<file path="src/rtl/dm_arbiter.sv">
// Round-robin arbiter sharing the single-port data memory between the CPU (M0) and DMA/loader (M1).
// Optional burst lock is enabled by defining ARB_BURST_EN.
module dm_arbiter #(
  parameter int DATA_W    = 32,
  parameter int ADDR_W    = 32,
  parameter int MAX_BURST = 4
) (
  input  logic              clk,
  input  logic              reset,
  input  logic              m0_req,
  input  logic              m0_we,
  input  logic [ADDR_W-1:0] m0_addr,
  input  logic [DATA_W-1:0] m0_wdata,
  input  logic [31:0]       m0_pc,
  input  logic              m0_lock,
  output logic              m0_gnt,
  output logic              m0_rvalid,
  output logic [DATA_W-1:0] m0_rdata,
  output logic              m0_err,
  input  logic              m1_req,
  input  logic              m1_we,
  input  logic [ADDR_W-1:0] m1_addr,
  input  logic [DATA_W-1:0] m1_wdata,
  input  logic [31:0]       m1_pc,
  input  logic              m1_lock,
  output logic              m1_gnt,
  output logic              m1_rvalid,
  output logic [DATA_W-1:0] m1_rdata,
  output logic              m1_err,
  output logic              mem_we,
  output logic [ADDR_W-1:0] mem_addr,
  output logic [DATA_W-1:0] mem_wd,
  output logic [31:0]       mem_wpc,
  input  logic [DATA_W-1:0] mem_rd
);
  localparam logic [1:0] IDLE = 2'd0, OWN0 = 2'd1, OWN1 = 2'd2;

  logic [1:0] owner;
  logic       last_winner;  // 1 = M1 won the most recent grant
  logic       hold0, hold1, win1, any_req, sel_we, aligned;

`ifdef ARB_BURST_EN
  localparam int CW = $clog2(MAX_BURST + 1);
  logic [CW-1:0] burst_cnt;
  logic          win_lock, win_owned;

  assign hold0 = (owner == OWN0) && m0_req && m0_lock && (burst_cnt < CW'(MAX_BURST));
  assign hold1 = (owner == OWN1) && m1_req && m1_lock && (burst_cnt < CW'(MAX_BURST));
  assign win_lock  = m0_gnt ? m0_lock : m1_lock;
  assign win_owned = m0_gnt ? (owner == OWN0) : (owner == OWN1);

  // Counts consecutive locked beats by the same owner; restarts on a new owner or after the cap.
  always_ff @(posedge clk) begin
    if (!reset)
      burst_cnt <= '0;
    else if ((m0_gnt || m1_gnt) && win_lock)
      burst_cnt <= (win_owned && burst_cnt < CW'(MAX_BURST)) ? burst_cnt + CW'(1) : CW'(1);
    else
      burst_cnt <= '0;
  end
`else
  logic [31:0] unused_cfg;
  assign unused_cfg = 32'(MAX_BURST) ^ {30'd0, m0_lock, m1_lock};
  assign hold0 = 1'b0;
  assign hold1 = 1'b0;
`endif

  always_comb begin
    win1 = m1_req;
    if (m0_req && m1_req) begin
      if (hold0)      win1 = 1'b0;
      else if (hold1) win1 = 1'b1;
      else            win1 = ~last_winner;
    end
  end

  assign any_req = m0_req | m1_req;
  assign m0_gnt  = reset & any_req & ~win1;
  assign m1_gnt  = reset & any_req & win1;

  always_comb begin
    mem_addr = '0;
    mem_wd   = '0;
    mem_wpc  = '0;
    sel_we   = 1'b0;
    if (m0_gnt) begin
      mem_addr = m0_addr;
      mem_wd   = m0_wdata;
      mem_wpc  = m0_pc;
      sel_we   = m0_we;
    end else if (m1_gnt) begin
      mem_addr = m1_addr;
      mem_wd   = m1_wdata;
      mem_wpc  = m1_pc;
      sel_we   = m1_we;
    end
  end

  assign aligned = (mem_addr[1:0] == 2'b00);
  assign mem_we  = (m0_gnt | m1_gnt) & sel_we & aligned;

  always_ff @(posedge clk) begin
    if (!reset) begin
      last_winner <= 1'b1;
      owner       <= IDLE;
      m0_rvalid   <= 1'b0;
      m1_rvalid   <= 1'b0;
      m0_err      <= 1'b0;
      m1_err      <= 1'b0;
      m0_rdata    <= '0;
      m1_rdata    <= '0;
    end else begin
      m0_rvalid <= m0_gnt;
      m1_rvalid <= m1_gnt;
      m0_err    <= m0_gnt & ~aligned;
      m1_err    <= m1_gnt & ~aligned;
      if (m0_gnt && !m0_we && aligned) m0_rdata <= mem_rd;
      if (m1_gnt && !m1_we && aligned) m1_rdata <= mem_rd;
      if (m0_gnt) begin
        last_winner <= 1'b0;
        owner       <= OWN0;
      end else if (m1_gnt) begin
        last_winner <= 1'b1;
        owner       <= OWN1;
      end else begin
        owner <= IDLE;
      end
    end
  end
endmodule
</file>
<file path="config.mk">
export PLATFORM = sky130hd
export DESIGN_NAME = dm_arbiter
export DESIGN_NICKNAME = d
export VERILOG_FILES = /design/src/rtl/dm_arbiter.sv
export SDC_FILE = /design/constraint.sdc
export NUM_CORES = 1
export LEC_CHECK = 0
export ABC_CLOCK_PERIOD_IN_PS = 2400
export CAP_MARGIN = 20
export CORE_AREA = 2 2 157 159
export CTS_BUF_LIST = sky130_fd_sc_hd__clkbuf_2
export CTS_CLUSTER_SIZE = 40
export DETAILED_ROUTE_END_ITERATION = 8
export DIE_AREA = 0 0 159 161
export PLACE_DENSITY_LB_ADDON = 0.08
export SYNTH_ARGS = -nofsm -noshare
export SYNTH_HDL_FRONTEND = slang
export SYNTH_SLANG_ARGS = --single-unit
</file>
<file path="constraint.sdc">
create_clock -name clk -period 2.4 [get_ports clk]
set_input_delay 0.48 -clock clk [delete_from_list [all_inputs] [get_ports clk]]
set_output_delay 0.48 -clock clk [all_outputs]
set_load 0.1 [all_outputs]
</file>
==> impl_results.md <==
* Ys Warns at 0
* Area delta synth->final at 195%
* Req. time, crit path at 1920 ps
* FF-to-FF End: m0_rdata[27]
* Final Hold Vio Count at 0
* CTS tree: yes
* First-pass GRT wire length at approximately 34,000 µm
* Syn_area_per_cell at around 9.3 µm²
* DIE AREA at 25,600 µm²
* FILL cells at 2,277
* Total stage count of the critical path at 6
* Power Density at approximately 430 nW/µm²
* Worst Max-Slew Pin Slew at 579 ps
* Max-cap viol count at 0
* Cell family with most CP delay: buffers and inverters
* Commonest non-fill, non-tap cell in the layout: clkdlybuf4s50_1
* Setup violations, final at between 60 and 70
* Critical path class: register to output port
* Port buffer count at about 400
* Wire length per cell at 21.1 µm
* Initial antenna violation count at 6
* Total wire length at between 20,000 and 25,000 µm
* Critical Path End: mem_wd[5]
* Cells after DPL at roughly 1.1k
* Post-synthesis adder-cell area fraction at 0
* Largest net degree at the start of global routing at between 60 and 70
* Largest family of logic cells by synthesized area: compound AO/OA/AOI/OAI gates
* R2R depth at 8
* Vias in the first global route at about 5k
* Violations in the final reports: setup timing
* Post-Route Skew at 28.7 ps
* Synth Area in Compound Gates at 0.248
* Most frequent cells in the layout: 226 x clkdlybuf4s50_1, 117 x buf_12, 98 x nand2_1
* CTS buffer count at 9
* Crit-path max cell delay at between 400 and 500 ps
* Reg-to-reg startpoint: last_winner
* Max Freq at 403 MHz
* Overall power at 4490 µW
* Outcome: complete, but fails checks
* Die W at 159 µm
* Pleak at between 0.004 and 0.005 µW
* DR pass1 iterations at 4
* # clock sinks at about 70
* Grt total ovfl at 0
* Core area at 24,000 µm²
* WP buf/inv at 3
* Startpoint Class: register
* Fin cells at 1,142
* Period minus WS final at around 2500 ps
* Clk buf depth at 2
* Flop-to-flop setup slack at ~520 ps
* DP Area at around 9200 µm²
* Slew Viols, Final at 0
* Final WS setup at -80.3 ps
* Worst slew margin at 0.614
* Worst Setup End Kind: output port
* Most frequent CP cell: buf_12
* Tcrit/Tclk final at 1.03
* Hold Buf Count CTS at 0
* Layout net count at 1,042
* I/O pins at roughly 400
* WHS Path Cells at 2
* CP Cell Sequence: nand2b_4 -> and3_4 -> buf_12 -> buf_12 -> a22o_4 -> buf_12
* Synth Register Bits at 69
* Distinct cell type count after synthesis at 19
* Synth Instances at approximately 390
* Worst vdd ir at around 0.25 mV
* Global-route usage over all layers at 0.179
* Starting Density at 0.149
* Post-synthesis xor/xnor area fraction at 0
* CP Data Arrival Time at approximately 2000 ps
* RSZ-0062 raised after global routing: yes
* Sequential share of the synthesized area at 0.387
* Mux cell area share after synthesis at 0.180
* Hold Crit Start: reset
* Layout cell share with drive strength beyond 1 at 0.427
* Detailed-route vias per instance at between 4 and 5
* Syn_nets at about 620
* Gpl congestion at approximately 0.9
* Die height at roughly 160 µm
* Total number of vias at around 4.8k
* Final Cell Area at approximately 11,000 µm²
* Reg clk slew, reported paths at ~200 ps
* DRC at 0
* DP HPWL at between 15,000 and 20,000 µm
* Worst skew pair latency at approximately 500 ps
* Pre-CTS setup slack at -191 ps
* CP max FO at 8
* Row Count at 57
* Post-Syn Area at ~3600 µm²
* DR iter-0 viols at 155
* Post-Synth Simple-Gate Area at 0.132
* Clock Root Buffer: clkbuf_2
* Antenna viol nets, final at 0
* CP Launch Point: last_winner
* Worst Hold Class: input port to register
* H-tree depth at 3
* Slowest CP cell: dfxtp_4
[synthesized netlist by cell type]
| library cell | count | area (µm²) |
|---|---|---|
| o21ai_0 | 1 | 5.00 |
| a21bo_2 | 1 | 10.0 |
| nand4_2 | 2 | 25.0 |
| a22o_1 | 94 | 823 |
| buf_2 | 13 | 65.1 |
| a21boi_1 | 1 | 7.51 |
| dfxtp_1 | 69 | 1380 |
| and3b_1 | 1 | 8.76 |
| and3_1 | 2 | 12.5 |
| clkbuf_1 | 21 | 78.8 |
| a22oi_1 | 1 | 7.51 |
| buf_4 | 6 | 45.0 |
| a32oi_2 | 2 | 32.5 |
| nand2_1 | 98 | 368 |
| nand2b_1 | 1 | 6.26 |
| nor2b_1 | 5 | 31.3 |
| and2_1 | 2 | 12.5 |
| nor3_1 | 1 | 5.00 |
| mux2i_1 | 64 | 641 |
[worst min path at each step]
| stage | slack [ps] | endpoint |
|---|---|---|
| 3_3_place_gp | 450 | m1_rdata[19] |
| 2_1_floorplan | 500 | last_winner |
| 4_1_cts | 220 | m0_rvalid |
| 5_1_grt | 220 | m0_rvalid |
| 6_report | 300 | m0_rvalid |
| 3_5_place_dp | 450 | m1_rdata[24] |
[repair_timing]
item                                    4_1_cts  5_1_grt
gates cloned                                  7        7
buffers inserted                             11        5
endpoints found under the setup margin       98       98
pin swaps                                    13       27
resized for setup                            65       46
[layout make-up]
cell class              instances  area (µm²)  share of cell area
flip-flops and latches         69        1390               0.132
well taps                     324         405              0.0386
repair buffers                452        5680               0.541
multi-input cells             278        2920               0.278
diodes                          3        7.51            0.000715
clock inverters                 5        51.3             0.00488
clock buffers                  11        55.1             0.00524
[cells by family after synthesis]
logic type,after synthesis
flops,69
buf+inv,40
simple gates,112
compound gates,100
mux,64
[power by group]
group / leakage (µW) / switching (µW) / total [µW] / internal [µW]
Combinational: 0.00421 / 1500 / 2650 / 1150
Sequential: 0.000558 / 13.6 / 1190 / 1170
Clock: 0.0000694 / 413 / 656 / 243
[flip-flops by register name, summed over array words and instances, names as in the netlist]
name         count
m0_rvalid        1
m1_rvalid        1
m0_err           1
m1_rdata        32
last_winner      1
m0_rdata        32
m1_err           1
[layer usage]
metal / share of wire / track usage / up-vias / wire length (µm)
met3: 0.092 / 0.0747 / 25 / 2220
met1: 0.38 / 0.200 / 2263 / 9060
li1: - / - / 2274 / -
met5: 0.00054 / 0 / - / 13
met4: 0.020 / 0.0446 / 2 / 476
met2: 0.51 / 0.314 / 213 / 12400
[stage by stage]
stage | hold slack (ps) | util | TNS [ps]
finish | 298 | 0.438 | -2640
floorplan | 501 | - | -3690
global placement | 448 | 0.386 | -10610
global route | 225 | 0.438 | -15640
detailed placement | 452 | 0.386 | -13260
CTS | 217 | 0.419 | -10200
Note: power is estimated with default switching activity, not from simulation.
